==> src/rtl/axis_adc_decimator.sv <==
// Block-averaging decimator for a two-channel ADC sample stream.
// Each accepted beat carries channel A in the low half and channel B in the
// high half. Blocks of 2^L beats are summed per channel, and the floor of
// their mean is emitted as one AXI-Stream word held in a single-entry output
// register.
//
// Ports:
//   in_clk, in_rst        clock, synchronous active-high reset
//   in_enable             1: accept beats, 0: discard input and clear partial block
//   in_log2_decim         requested L, clamped to INT_MAX_LOG2_DECIM, latched at block start
//   s_axis_*              always-ready input stream
//   m_axis_*              averaged output stream with backpressure
//   out_overflow          sticky flag: a finished result was dropped under backpressure
module axis_adc_decimator #(
   parameter int unsigned INT_ADC_DATA_WIDTH  = 10,
   parameter int unsigned INT_AXIS_DATA_WIDTH = 32,
   parameter int unsigned INT_MAX_LOG2_DECIM  = 8,
   parameter bit          BIT_SIGNED_DATA     = 1'b0
) (
   input  logic                           in_clk,
   input  logic                           in_rst,
   input  logic                           in_enable,
   input  logic [3:0]                     in_log2_decim,
   input  logic                           s_axis_valid,
   input  logic [INT_AXIS_DATA_WIDTH-1:0] s_axis_data,
   output logic                           s_axis_ready,
   output logic                           m_axis_valid,
   input  logic                           m_axis_ready,
   output logic [INT_AXIS_DATA_WIDTH-1:0] m_axis_data,
   output logic                           out_overflow
);

   localparam int unsigned ADC_W  = INT_ADC_DATA_WIDTH;
   localparam int unsigned HALF_W = INT_AXIS_DATA_WIDTH / 2;
   localparam int unsigned ACC_W  = INT_ADC_DATA_WIDTH + INT_MAX_LOG2_DECIM;
   localparam int unsigned CNT_W  = INT_MAX_LOG2_DECIM + 1;

   if ((INT_ADC_DATA_WIDTH > INT_AXIS_DATA_WIDTH / 2) || (INT_AXIS_DATA_WIDTH % 2 != 0)) begin : g_bad_params
      $error("axis_adc_decimator: illegal INT_ADC_DATA_WIDTH / INT_AXIS_DATA_WIDTH combination");
   end

   // Extend an ADC sample to accumulator width (sign- or zero-extend).
   function automatic logic [ACC_W-1:0] ext_acc(input logic [ADC_W-1:0] s);
      logic [ACC_W-1:0] r;
      r = (BIT_SIGNED_DATA && s[ADC_W-1]) ? '1 : '0;
      r[ADC_W-1:0] = s;
      return r;
   endfunction

   // Extend an averaged sample to one output half.
   function automatic logic [HALF_W-1:0] ext_half(input logic [ADC_W-1:0] s);
      logic [HALF_W-1:0] r;
      r = (BIT_SIGNED_DATA && s[ADC_W-1]) ? '1 : '0;
      r[ADC_W-1:0] = s;
      return r;
   endfunction

   logic [3:0]                     l_blk;
   logic [3:0]                     l_in;
   logic [3:0]                     l_eff;
   logic [CNT_W-1:0]               cnt;
   logic [CNT_W-1:0]               cnt_last;
   logic [ACC_W-1:0]               acc_a;
   logic [ACC_W-1:0]               acc_b;
   logic [ACC_W-1:0]               sum_a;
   logic [ACC_W-1:0]               sum_b;
   logic signed [ACC_W-1:0]        sum_a_s;
   logic signed [ACC_W-1:0]        sum_b_s;
   logic [ACC_W-1:0]               shr_a;
   logic [ACC_W-1:0]               shr_b;
   logic [INT_AXIS_DATA_WIDTH-1:0] res;
   logic                           block_start;
   logic                           beat_ok;
   logic                           final_beat;
   logic                           unused_ok;

   assign s_axis_ready = 1'b1;

   // Averages only keep ADC_W bits, and the top bits of each input half are ignored.
   assign unused_ok = ^{s_axis_data, shr_a, shr_b};

   // Block bookkeeping, running sums and the shifted result.
   always_comb begin
      l_in        = (in_log2_decim > 4'(INT_MAX_LOG2_DECIM)) ? 4'(INT_MAX_LOG2_DECIM) : in_log2_decim;
      block_start = (cnt == '0);
      // The first beat of a block already uses the newly requested L.
      l_eff       = block_start ? l_in : l_blk;
      cnt_last    = ~({CNT_W{1'b1}} << l_eff);
      beat_ok     = s_axis_valid & in_enable;
      final_beat  = beat_ok & (cnt == cnt_last);
      sum_a       = (block_start ? '0 : acc_a) + ext_acc(s_axis_data[ADC_W-1:0]);
      sum_b       = (block_start ? '0 : acc_b) + ext_acc(s_axis_data[HALF_W +: ADC_W]);
      sum_a_s     = sum_a;
      sum_b_s     = sum_b;
      if (BIT_SIGNED_DATA) begin
         shr_a = sum_a_s >>> l_eff;
         shr_b = sum_b_s >>> l_eff;
      end else begin
         shr_a = sum_a >> l_eff;
         shr_b = sum_b >> l_eff;
      end
      res = {ext_half(shr_b[ADC_W-1:0]), ext_half(shr_a[ADC_W-1:0])};
   end

   // Accumulation state and the single-entry output register.
   always_ff @(posedge in_clk) begin
      if (in_rst) begin
         l_blk        <= '0;
         cnt          <= '0;
         acc_a        <= '0;
         acc_b        <= '0;
         m_axis_valid <= 1'b0;
         m_axis_data  <= '0;
         out_overflow <= 1'b0;
      end else begin
         if (beat_ok) begin
            if (block_start) begin
               l_blk <= l_in;
            end
            acc_a <= sum_a;
            acc_b <= sum_b;
            cnt   <= final_beat ? '0 : cnt + CNT_W'(1);
         end else if (!in_enable) begin
            cnt   <= '0;
            acc_a <= '0;
            acc_b <= '0;
         end

         // A result may replace the held word only if that word leaves this edge.
         if (final_beat) begin
            if (!m_axis_valid || m_axis_ready) begin
               m_axis_data  <= res;
               m_axis_valid <= 1'b1;
            end else begin
               out_overflow <= 1'b1;
            end
         end else if (m_axis_valid && m_axis_ready) begin
            m_axis_valid <= 1'b0;
         end
      end
   end

endmodule

==> config.mk <==
export PLATFORM = sky130hd
export DESIGN_NAME = axis_adc_decimator
export DESIGN_NICKNAME = d
export VERILOG_FILES = /design/src/rtl/axis_adc_decimator.sv
export SDC_FILE = /design/constraint.sdc
export NUM_CORES = 1
export LEC_CHECK = 0
export ABC_AREA = 1
export ABC_CLOCK_PERIOD_IN_PS = 3700
export CAP_MARGIN = 25
export CORE_MARGIN = 3
export CORE_UTILIZATION = 50
export CTS_BUF_LIST = sky130_fd_sc_hd__clkbuf_8 sky130_fd_sc_hd__clkbuf_16
export CTS_CLUSTER_SIZE = 25
export DETAILED_ROUTE_END_ITERATION = 6
export PLACE_DENSITY_LB_ADDON = 0.08
export SLEW_MARGIN = 10
export SYNTH_ARGS = -nofsm -noshare
export SYNTH_HDL_FRONTEND = slang
export SYNTH_SLANG_ARGS = --single-unit
==> constraint.sdc <==
create_clock -name in_clk -period 3.7 [get_ports in_clk]
set_input_delay 0.74 -clock in_clk [delete_from_list [all_inputs] [get_ports in_clk]]
set_output_delay 0.74 -clock in_clk [all_outputs]
set_load 0.01 [all_outputs]
==> summary.md <==
The largest total area in the synthesized netlist belongs to sky130_fd_sc_hd__nand2_1. The run gives 0 as the post-CTS setup buffer count. The share of synthesized cell area in and, or, nand and nor gates is 0.493, and the number of instances in the synthesized netlist is 1178. The flip-flop cell with the highest count after synthesis is sky130_fd_sc_hd__dfxtp_1.

The tools report the number of design-rule violations left by the first detailed-router iteration as 533. Ranked by instance count, the synthesized netlist is headed by 407 x sky130_fd_sc_hd__nand2_1, 173 x sky130_fd_sc_hd__nand3_1, 143 x sky130_fd_sc_hd__nor2_1, 131 x sky130_fd_sc_hd__inv_1, 71 x sky130_fd_sc_hd__dfxtp_1. The first detailed-routing pass took 5 iterations.

Number of distinct standard cells referenced by the synthesized netlist: 32. Critical-path maximum fanout: 30. The floorplan step set the die height to 120 um. The hold buffer count at cts is 0, and the net total in the final layout is 1270.

The die covers 0.0144 mm2. The met2 track demand over resource was 0.424; the H-tree depth was 3. In this run the clock root is driven by a sky130_fd_sc_hd__clkbuf_16.

Yosys printed 0 warnings. Counting cells, the worst reg-to-reg path comes to 20. The tools report the register area share after synthesis as 0.219. sky130_fd_sc_hd__nand2_1 is the most common cell in the netlist. The tools report the clock skew as 0.00511 ns. The tools report the end point of the critical path as m_axis_data[0]. The logs give 0 for the number of pins with negative max-slew slack in the final report and 29400 um for the first-pass GRT wire length.

For the worst setup path, the data required time is 3.94 ns. Counting I/O delays and the setup requirement, the final critical path takes 3.40 ns. Fraction of met3 tracks used by global routing: 0.0467.

The clock insertion delay at the later pin of the skew report was 0.35 ns; the async set-reset flop share out of synthesis was 0. In the routed design, unresolved DRC markers number 0. The die width was 120 um; the area added between synthesis and finish was 14.0%. Detailed placement ended at an HPWL of 12800 um. Top-area cell type share of the netlist area: 0.235. The critical path in this run is classified as reg -> reg.

At the end of routability-driven placement, the weighted congestion stood at 0.916. The worst register-to-register path ends at m_axis_data[0]. The number of cells after detailed placement is 1361, and the synthesis-stage register bit count is 71.

The total number of vias was 7004; the share of synthesized cell area in full adder, half adder and majority cells was 0.0486. The run gives 0 as the total of max-cap violations. Setup slack on the worst reg-to-reg path comes out at 0.30 ns. The run gives 0.316 as the global-route track usage on met1.

The number of antenna violations at the first check in global routing came out at 0. The average vias per placed instance was 5.08. During I/O placement, the number of pins put on the boundary was 76.

The post-synthesis mux area share works out to 0. The final number of hold-violating endpoints came out at 0. Startpoint of the worst setup timing path: cnt[0].

The buffer depth of the longest clock path is 2. The run gives 0.247 as the global router's overall resource usage. The effective utilization at floorplan is 0.525. The run finished with clean final reports. The mean cell area of the mapped netlist was 5.51 um2.

The count of input and output buffers is 50, and the number of diodes added for antenna fixing is 0. The clock edge transition at the registers on the reported setup and hold paths works out to 0.06 ns. The count of flip-flops with a built-in enable after synthesis came out at 0. Ranked by total cell area, the synthesized netlist is headed by sky130_fd_sc_hd__nand2_1 24%, sky130_fd_sc_hd__dfxtp_1 22%, sky130_fd_sc_hd__nand3_1 13%, sky130_fd_sc_hd__nor2_1 8.3%, sky130_fd_sc_hd__inv_1 7.6%. The logs give 17500 um for the total length of routed wires and 0 for the number of endpoints failing setup at the final stage. The core region is 0.0124 mm2. TritonCTS created 9 clock buffers.

The tools report the largest net degree at the start of global routing as 42. The share of the synthesized area in compound gates (AO/OA/AOI/OAI) came out at 0.0823. After global routing the overflow that remains totals 0. After detailed routing, the average wire length per cell comes to 12.7 um. STA classifies the critical path startpoint as a flip-flop. After the flow finishes, the layout carries non-filler instances totaling 1378.

Arrival time of data at the critical path endpoint: 3.64 ns. The final-layout setup total negative slack is 0 ns, and the proportion of layout cells with a drive suffix above 1 is 0.0562. Once the clock tree was built, the resizer swapped 0 gates to a different size.

For the peak supply drop, the log shows 0.000393 V. For the clock sink count, the log shows 71. Via count of the first global-routing pass: 6288. The count of nets left with antenna violations once routing finished came out at 0. For this design the static power due to leakage is 3.58 nW.

The global-route layer with the greatest usage was met2. The parity-gate share of the synthesized area counting xor and xnor cells was 0.0243. TritonCTS built the clock tree.

By area, the combinational part of the netlist is dominated by simple AND/OR/NAND/NOR gates. The cell area that synthesis handed to floorplanning was 0.00649 mm2. STA classifies the critical path endpoint as a flip-flop. For the pin with the worst max-slew slack, the measured transition is 0.548 ns. The period utilization is 0.919, and the row count is 40. Start of the worst register-to-register path: cnt[0].

For the normalized max-slew margin, the log shows 0.633. The path class of the tightest hold or removal check is reg -> reg. The upper clock frequency limit was 294 MHz; the power density of the placed cells was 303 mW/mm2.
[critical path, cell delays in order (launching register included)]
cell and delay (ns):
sky130_fd_sc_hd__dfxtp_1 0.32, sky130_fd_sc_hd__inv_1 0.13, sky130_fd_sc_hd__ha_1 0.21, sky130_fd_sc_hd__nand3_1 0.11, sky130_fd_sc_hd__nor2_2 0.14, sky130_fd_sc_hd__buf_12 0.22, sky130_fd_sc_hd__nor2_1 0.08, sky130_fd_sc_hd__ha_1 0.38
sky130_fd_sc_hd__nand2_1 0.14, sky130_fd_sc_hd__inv_1 0.04, sky130_fd_sc_hd__nand2_1 0.06, sky130_fd_sc_hd__nand2_1 0.06, sky130_fd_sc_hd__a21oi_1 0.16, sky130_fd_sc_hd__xor2_1 0.36, sky130_fd_sc_hd__nand2_1 0.12, sky130_fd_sc_hd__nand3_1 0.12
sky130_fd_sc_hd__a21oi_1 0.07, sky130_fd_sc_hd__o21ai_0 0.21, sky130_fd_sc_hd__nand2_1 0.17, sky130_fd_sc_hd__nor2_1 0.12, sky130_fd_sc_hd__nor2_1 0.04
[metal layers]
layer  routed length, um  vias up  share of wire
li1                    -     3734              -
met1                8310     3087           0.47
met2                8140      151           0.46
met3                 736       32          0.042
met4                 327        0          0.019
met5                   0        -              0
[area by class of cell]
cell class,instances,area [um2]
fillers,1323,4960
multi-input cells,916,4290
flip-flops and latches,71,1420
repair buffers,68,656
inverters,139,522
clock buffers,10,239
well taps,168,210
clock inverters,6,67.6
[how the worst min path moves through the flow]
stage            startpoint      endpoint  cells past startpoint
6_report       out_overflow  out_overflow                      2
3_5_place_dp       acc_a[0]      acc_a[0]                      2
2_1_floorplan      acc_a[0]      acc_a[0]                      2
4_1_cts            acc_a[0]      acc_a[0]                      2
3_3_place_gp   out_overflow  out_overflow                      2
5_1_grt            acc_a[0]      acc_a[0]                      2
[registers in the layout, summed over array words and instances, names as in the netlist]
register,flops
m_axis_data,20
acc_a,18
acc_b,18
cnt,9
l_blk,4
m_axis_valid,1
out_overflow,1
[layout by cell type, fill, tap and decap left out, types with 2 or more instances in the layout]
cell type / instances
sky130_fd_sc_hd__o211ai_1: 7
sky130_fd_sc_hd__nand2_1: 407
sky130_fd_sc_hd__o21ai_1: 2
sky130_fd_sc_hd__clkinvlp_4: 2
sky130_fd_sc_hd__or2_2: 3
sky130_fd_sc_hd__a21oi_1: 55
sky130_fd_sc_hd__o21a_1: 5
sky130_fd_sc_hd__nor2_1: 142
sky130_fd_sc_hd__nand2_2: 8
sky130_fd_sc_hd__clkbuf_16: 9
sky130_fd_sc_hd__ha_1: 22
sky130_fd_sc_hd__clkdlybuf4s50_1: 50
sky130_fd_sc_hd__nand4_1: 10
sky130_fd_sc_hd__conb_1: 13
sky130_fd_sc_hd__nor3_1: 3
sky130_fd_sc_hd__inv_1: 131
sky130_fd_sc_hd__o21ai_0: 24
sky130_fd_sc_hd__nand3_1: 173
sky130_fd_sc_hd__o22ai_1: 3
sky130_fd_sc_hd__nor2_2: 7
sky130_fd_sc_hd__nand3b_1: 2
sky130_fd_sc_hd__inv_6: 2
sky130_fd_sc_hd__fa_1: 2
sky130_fd_sc_hd__xnor2_1: 6
sky130_fd_sc_hd__nand2_4: 5
sky130_fd_sc_hd__xor2_1: 11
sky130_fd_sc_hd__buf_4: 16
sky130_fd_sc_hd__dfxtp_1: 71
sky130_fd_sc_hd__inv_2: 7
[logic make-up after synthesis]
kind of cell               count (synthesis)
and+or+nand+nor                          762
buffers and inverters                    202
AOI/OAI and AO/OA                         99
DFF                                       71
adders and majority gates                 24
xor gates and xnor gates                  18
other                                      2
[report_power, final]
part | leakage [nW] | total [W] | switching (W) | internal [W]
clock | 0.145 | 0.000906 | 0.000363 | 0.000544
combinational | 2.86 | 0.000556 | 0.000371 | 0.000185
sequential | 0.574 | 0.000782 | 0.00000586 | 0.000776
total | 3.58 | 0.00224 | 0.000739 | 0.00151
[stage by stage]
stage                     total power, W  area (um2)  hold WS (ns)  setup WS, ns  utilization
final                            0.00224        7400         0.461         0.301        0.599
after detailed placement         0.00135        7050         0.452         0.179        0.571
after global routing             0.00237        7400         0.487      -0.00108        0.599
after global placement           0.00135        7050         0.439         0.193        0.571
after CTS                        0.00226        7360         0.461         0.236        0.595
after floorplan                  0.00121        6530         0.441         0.623            -
(Power assumes the default switching activity.)
